### src/rtl/life_engine.sv
// Conway's Game of Life engine (B3/S23): row-serial evaluation into a shadow board,
// then a single-cycle commit that refreshes the per-cell colour codes and counters.
module life_engine #(
    parameter int ROWS = 12,
    parameter int COLS = 12,
    parameter int WRAP = 1
) (
    input  logic                               clk,
    input  logic                               reset_n,
    input  logic                               step,
    input  logic                               clear,
    input  logic                               edit_en,
    input  logic [3:0]                         edit_row,
    input  logic [3:0]                         edit_col,
    output logic                               busy,
    output logic                               done,
    output logic [ROWS-1:0][COLS-1:0][1:0]     pixiv,
    output logic [15:0]                        generation,
    output logic [7:0]                         population
);

    localparam int unsigned RW = (ROWS > 1) ? $clog2(ROWS) : 1;
    localparam int unsigned CW = (COLS > 1) ? $clog2(COLS) : 1;

    typedef enum logic [1:0] {
        IDLE,
        COMPUTE,
        COMMIT
    } state_t;

    state_t                     state;
    logic [RW-1:0]              row_cnt;
    logic [ROWS-1:0][COLS-1:0]  cur;
    logic [ROWS-1:0][COLS-1:0]  nxt;
    logic [COLS-1:0]            row_next;
    logic [7:0]                 nxt_pop;
    logic                       edit_hit;
    logic [RW-1:0]              er;
    logic [CW-1:0]              ec;
    int                         nbr;
    int                         rr;
    int                         cc;
    logic                       nb_ok;

    assign edit_hit = edit_en && (int'(edit_row) < ROWS) && (int'(edit_col) < COLS);
    assign er       = RW'(edit_row);
    assign ec       = CW'(edit_col);

    // Next state of the row selected by row_cnt, read from the current board.
    always_comb begin
        row_next = '0;
        nbr      = 0;
        rr       = 0;
        cc       = 0;
        nb_ok    = 1'b0;
        for (int c = 0; c < COLS; c++) begin
            nbr = 0;
            for (int dr = -1; dr <= 1; dr++) begin
                for (int dc = -1; dc <= 1; dc++) begin
                    rr = int'(row_cnt) + dr;
                    cc = c + dc;
                    if (WRAP != 0) begin
                        rr    = (rr + ROWS) % ROWS;
                        cc    = (cc + COLS) % COLS;
                        nb_ok = 1'b1;
                    end else begin
                        nb_ok = (rr >= 0) && (rr < ROWS) && (cc >= 0) && (cc < COLS);
                    end
                    if (nb_ok && !(dr == 0 && dc == 0) && cur[RW'(rr)][CW'(cc)]) begin
                        nbr = nbr + 1;
                    end
                end
            end
            row_next[c] = (nbr == 3) || (cur[row_cnt][c] && (nbr == 2));
        end
    end

    always_comb begin
        nxt_pop = '0;
        for (int r = 0; r < ROWS; r++) begin
            for (int c = 0; c < COLS; c++) begin
                nxt_pop = nxt_pop + 8'(nxt[r][c]);
            end
        end
    end

    always_ff @(posedge clk) begin
        if (!reset_n || clear) begin
            state      <= IDLE;
            row_cnt    <= '0;
            cur        <= '0;
            nxt        <= '0;
            pixiv      <= '0;
            busy       <= 1'b0;
            done       <= 1'b0;
            generation <= '0;
            population <= '0;
        end else begin
            done <= 1'b0;
            case (state)
                IDLE: begin
                    if (edit_hit) begin
                        cur[er][ec]   <= ~cur[er][ec];
                        pixiv[er][ec] <= cur[er][ec] ? 2'b00 : 2'b11;
                        population    <= cur[er][ec] ? population - 8'd1 : population + 8'd1;
                    end
                    if (step) begin
                        state   <= COMPUTE;
                        row_cnt <= '0;
                        busy    <= 1'b1;
                    end
                end
                COMPUTE: begin
                    nxt[row_cnt] <= row_next;
                    if (row_cnt == RW'(ROWS - 1)) begin
                        state <= COMMIT;
                    end else begin
                        row_cnt <= row_cnt + RW'(1);
                    end
                end
                COMMIT: begin
                    cur <= nxt;
                    for (int r = 0; r < ROWS; r++) begin
                        for (int c = 0; c < COLS; c++) begin
                            pixiv[r][c] <= {nxt[r][c], cur[r][c]};
                        end
                    end
                    population <= nxt_pop;
                    generation <= generation + 16'd1;
                    busy       <= 1'b0;
                    done       <= 1'b1;
                    row_cnt    <= '0;
                    state      <= IDLE;
                end
                default: state <= IDLE;
            endcase
        end
    end

endmodule
### config.mk
export PLATFORM = sky130hd
export DESIGN_NAME = life_engine
export DESIGN_NICKNAME = d
export VERILOG_FILES = /design/src/rtl/life_engine.sv
export SDC_FILE = /design/constraint.sdc
export NUM_CORES = 1
export LEC_CHECK = 0
export ABC_AREA = 1
export CAP_MARGIN = 0
export CELL_PAD_IN_SITES_DETAIL_PLACEMENT = 0
export CELL_PAD_IN_SITES_GLOBAL_PLACEMENT = 1
export CORE_ASPECT_RATIO = 2
export CORE_UTILIZATION = 42
export DETAILED_ROUTE_END_ITERATION = 8
export PLACE_DENSITY = 0.94
export SLEW_MARGIN = 5
export SYNTH_ARGS = -nofsm -noshare
export SYNTH_HDL_FRONTEND = slang
export SYNTH_SLANG_ARGS = --single-unit
export TNS_END_PERCENT = 30
### constraint.sdc
create_clock -name clk -period 14.9 [get_ports clk]
set_input_delay 1.49 -clock clk [delete_from_list [all_inputs] [get_ports clk]]
set_output_delay 1.49 -clock clk [all_outputs]
set_load 0.05 [all_outputs]
==> impl_metrics.py, run 1 <==
metrics = {
    "cells_and_area": {
        "layout_common_cells": "nand2_1 (1031), inv_1 (519), dfxtp_1 (436)",
        "area.growth.synth_to_final_pct": 20.2,
        "layout_commonest_cell": "nand2_1",
        "nets": 4936,
        "fin_area_sq_um": 37000,
        "drive_above_1_share_pct": 10.3,
        "utilization_pct": 51.0,
    },
    "drt": {
        "wl_microns": 139000,
        "via_count": 34000,
        "post_route_antenna_net_violation_count": 0,
        "residual_drc": 0,
        "detail_route.iter0.violations": 3717,
        "route.detailed.vias_per_inst": 6.01,
        "drt-wirelength-per-cell_microns": 24.6,
        "drtPass1Iterations": 8,
    },
    "min_path": {
        "worstHoldPathType": "reg -> reg",
        "hold_depth": 2,
    },
    "critical_path": {
        "critPathMaxStageDelay_ns": 0.41,
        "reg2reg_slack_ns": 0.98,
        "start_kind": "register",
        "rr_worst_depth": 117,
        "crit_path_end_kind": "register",
        "worst-setup-path-type": "reg -> reg",
        "required_ns": 15.40,
        "crit_path_max_fanout": 14,
        "timing.critical_path.mode_cell": "nand2_1",
        "critical_path_data_arrival_time_ns": 14.42,
        "crit_slowest_cell": "dfxtp_4",
    },
    "synthesis": {
        "synthesis.area_sq_um": 30800,
        "ys_dominant_reg_cell": "dfxtp_1",
        "synthDominantCellAreaShare_pct": 28.6,
        "post_synth.cell_area_avg_sq_um": 6.89,
        "synth.ff_latch_count": 440,
        "synth_top_cell_by_area": "dfxtp_1",
        "synth_cells": 4477,
        "ys.warnings.count": 0,
        "post_synth_main_area_contributors": "dfxtp_1 (29%), nand2_1 (13%), fa_1 (7.9%), inv_1 (6.4%), a21oi_1 (5.9%)",
        "ys_async_sr_fraction_pct": 0,
        "synth-edff-count": 0,
        "post_synth_num_cell_types": 66,
        "seq_area_frac_synth_pct": 28.6,
        "syn-num-nets": 4712,
    },
    "place": {
        "gp_congestion": 1.04,
        "port_buffers": 326,
        "dp_slack_ns": 0.317,
        "dp.final_hpwl_microns": 103000,
        "dpl-instance-area_sq_um": 34800,
    },
    "sta": {
        "timing.clock.skew_ns": 0.0307,
        "finalSetupViolations": 0,
        "max-slew-margin-rel_pct": 9.23,
        "post-route-worst-setup-slack_ns": 0.980,
        "worst-slew-pin-transition_ns": 1.35,
        "grt_setup_unrepaired": "yes",
        "timing_hold_violations_final": 0,
        "fmax_ghz": 0.0718,
        "final_max_slew_viol_count": 0,
        "final_period_minus_worst_setup_slack_ns": 13.92,
        "fin_crit_sh_pct": 93.4,
    },
    "clock_tree": {
        "cts.htree.levels": 2,
        "clk_latency_ns": 0.60,
        "clock_sinks": 440,
        "quantity_of_hold_fixing_buffers_added_after_cts": 0,
        "cts.path.max_buffers": 3,
        "cts_made_buffers": 40,
        "ctsRootBufferMaster": "clkbuf_16",
        "tritoncts_clock_tree": "yes",
        "clk_pin_slew_worst_paths_ns": 0.10,
    },
    "grt": {
        "globalRouteTotalUtil_pct": 36.0,
        "global_route_wire_length_before_repair_microns": 200000,
        "antenna_violations_before_repair": 7,
        "global_route.overflow_total": 0,
        "grt_pass1_vias": 31600,
        "maximum_number_of_pins_on_one_net_before_global_route_repair": 224,
    },
    "floorplanning": {
        "floorplan.die_area_sq_um": 74600,
        "die-height_microns": 385,
        "initial_utilization_pct": 42.4,
        "rows": 140,
        "core_area_sq_um": 72700,
        "top_level_ports": 327,
        "floorplan.die.width_microns": 194,
    },
    "pwr": {
        "worst_ir_drop_vdd_mv": 0.219,
        "leakage_nw": 14.3,
        "pwr_density_cell_nw_per_um2": 172,
    },
    "flow_run": {
        "maxCapViolCount": 0,
    },
    "status": {
        "status": "finished, final reports clean",
    },
}
## power breakdown
part / internal [W] / total [W] / switching (W)
sequential: 0.00118 / 0.00118 / 0.00000423
clock: 0.000655 / 0.00117 / 0.000519
combinational: 0.00133 / 0.00400 / 0.00267
## cells by family after synthesis
family | Yosys count | synth area share (%)
AOI/OAI and AO/OA | 1211 | 22.8
xor gates and xnor gates | 42 | 1.22
adders and majority gates | 222 | 12.0
buffers and inverters | 794 | 10.2
DFF | 440 | 28.6
muxes | 2 | 0.0649
and+or+nand+nor | 1766 | 25.2
## worst paths after layout
kind         startpoint       end
max          row_cnt[2]  nxt[112]
min                busy      busy
max reg2reg  row_cnt[2]  nxt[112]
min reg2reg        busy      busy
## stage by stage
| step | power (W) | instances | hold slack, ns | setup TNS (ns) |
|---|---|---|---|---|
| after floorplan | 0.00391 | 4477 | 0.466 | 0 |
| after global placement | 0.00456 | 5543 | 0.451 | 0 |
| after detailed placement | 0.00462 | 5543 | 0.463 | 0 |
| after CTS | 0.00578 | 5617 | 0.477 | 0 |
| after global routing | 0.00681 | 5656 | 0.513 | -14.91 |
| final | 0.00635 | 5657 | 0.474 | 0 |
## synth_stat cells, types with 4 or more instances
| cell type | number |
|---|---|
| nand2_1 | 1048 |
| inv_1 | 524 |
| dfxtp_1 | 440 |
| a21oi_1 | 366 |
| o21ai_0 | 339 |
| nand3_1 | 310 |
| a31oi_1 | 230 |
| clkbuf_1 | 215 |
| nor2_1 | 211 |
| fa_1 | 121 |
| ha_1 | 101 |
| a22oi_1 | 89 |
| nand2_2 | 56 |
| a21oi_2 | 44 |
| o211ai_1 | 43 |
| o21ai_1 | 37 |
| nor3_1 | 28 |
| nand3_2 | 25 |
| xor2_1 | 24 |
| nand2_4 | 22 |
| nand4_1 | 20 |
| or2_2 | 18 |
| xnor2_1 | 17 |
| buf_1 | 15 |
| o22ai_1 | 14 |
| buf_6 | 12 |
| inv_2 | 11 |
| o21ai_2 | 10 |
| o21bai_1 | 6 |
| a211oi_1 | 5 |
| buf_4 | 5 |
| clkinv_1 | 4 |
| nor2_4 | 4 |
| nor3b_1 | 4 |
| nor4_1 | 4 |
| o221ai_1 | 4 |
## layout make-up
type	instances	area, sq um
well taps	923	1150
inverters	541	2050
clock buffers	52	1150
fillers	7152	35700
repair buffers	431	4120
multi-input cells	3247	19400
diodes	1	2.50
clock inverters	22	294
flip-flops and latches	440	8820
## registers in the layout (all words and copies together), names as in the netlist
name / cells
population: 8
row_cnt: 4
state: 2
cur: 135
nxt: 120
busy: 1
pixiv: 153
done: 1
generation: 16
## worst max-delay path: cells and delay by family (launching register included)
| kind | cells | cell delay (ns) |
|---|---|---|
| compound gates | 21 | 2.73 |
| xor+xnor | 1 | 0.12 |
| simple gates | 77 | 7.68 |
| buf+inv | 11 | 1.02 |
| flops | 1 | 0.41 |
| fa+ha+maj | 7 | 1.82 |
## metal layers
layer | track usage [%] | routed length [microns] | up-vias
met3 | 8.09 | 13400 | 615
met4 | 34.5 | 15300 | 10
met5 | 0 | 69 | -
met1 | 37.8 | 46000 | 16000
li1 | - | - | 15400
met2 | 59.5 | 64500 | 1956
## what timing repair did
item | CTS | global route
setup buffers | 0 | 35
endpoints found under the setup margin | 0 | 72
resized for setup | 0 | 113
Note: power is estimated with default switching activity, not from simulation.
==> run 2: changes to the inputs <==
GPL_TIMING_DRIVEN = 0   (was not set)
==> run 2 against run 1 <==
Effect of this change:
- the flow now stops in global routing (5_1_grt)
- synthesized cell count unchanged
- synthesized area is the same
==> impl_metrics.py, run 2 <==
metrics = {
    "floorplanning": {
        "top_level_ports": 327,
        "floorplan.die.width_microns": 194,
        "die-height_microns": 385,
        "rows": 140,
        "initial_utilization_pct": 42.4,
    },
    "synthesis": {
        "post_synth_num_cell_types": 66,
        "synth_top_cell_by_area": "dfxtp_1",
        "post_synth.cell_area_avg_sq_um": 6.89,
        "synth_cells": 4477,
        "synthTopCellsByCount": "nand2_1 (1048), inv_1 (524), dfxtp_1 (440)",
        "ys_async_sr_fraction_pct": 0,
        "ys_dominant_reg_cell": "dfxtp_1",
        "synth-edff-count": 0,
        "syn-num-nets": 4712,
        "post-synth-top-count-cell": "nand2_1",
        "synth.ff_latch_count": 440,
        "synthesis.area_sq_um": 30800,
        "synthDominantCellAreaShare_pct": 28.6,
        "ys.warnings.count": 0,
        "seq_area_frac_synth_pct": 28.6,
        "post_synth_main_area_contributors": "dfxtp_1 (29%), nand2_1 (13%), fa_1 (7.9%), inv_1 (6.4%), a21oi_1 (5.9%)",
    },
    "place": {
        "port_buffers": 326,
        "dp.final_hpwl_microns": 161000,
        "gp_congestion": 1.12,
    },
    "sta": {
        "worstEndpointGrtRepair": "nxt[30]$_SDFFE_PP0P_/D",
        "worst-endpoint-pin-kind": "register input",
    },
    "grt": {
        "global_route.overflow_total": 1,
        "maximum_number_of_pins_on_one_net_before_global_route_repair": 16,
        "globalRouteTotalUtil_pct": 57.8,
    },
    "clock_tree": {
        "cts.path.max_buffers": 3,
        "clock_sinks": 440,
        "ctsRootBufferMaster": "clkbuf_16",
        "cts_made_buffers": 41,
        "cts.htree.levels": 2,
    },
    "status": {
        "stop_stage": "global routing (5_1_grt)",
        "status": "did not finish",
        "first-error": "[ERROR GRT-0232] Routing congestion too high. Check the congestion heatmap in the GUI.",
    },
}
## run 2: cell counts after synthesis
No cell type changed its count.
## run 2: logic make-up after synthesis
group | count (synthesis) | synth area share (%)
simple gates | 1766 | 25.2
compound gates | 1211 | 22.8
buf+inv | 794 | 10.2
flops | 440 | 28.6
fa+ha+maj | 222 | 12.0
xor+xnor | 42 | 1.22
mux | 2 | 0.0649
## run 2: routing by layer
layer	overflow	global-route usage, %
met3	0	26.4
met5	0	1.88
met2	0	87.2
met4	1	69.6
met1	0	53.7
## run 2: per-stage QoR
step | hold slack, ns | worst slack (ns) | instances | utilization (%) | instance area [sq um]
CTS | 0.478 | 0.0172 | 5805 | 50.7 | 36900
floorplan | 0.466 | 1.54 | 4477 | - | 30800
detailed placement | 0.463 | -1.48 | 5729 | 48.6 | 35300
global placement | 0.452 | -1.16 | 5726 | 48.5 | 35200
## run 2: repair_timing
action                     4_1_cts
setup buffers                    7
pin swaps                        5
setup endpoints to repair       82
resized for setup               42
gates cloned                     0
hold buffers                     0
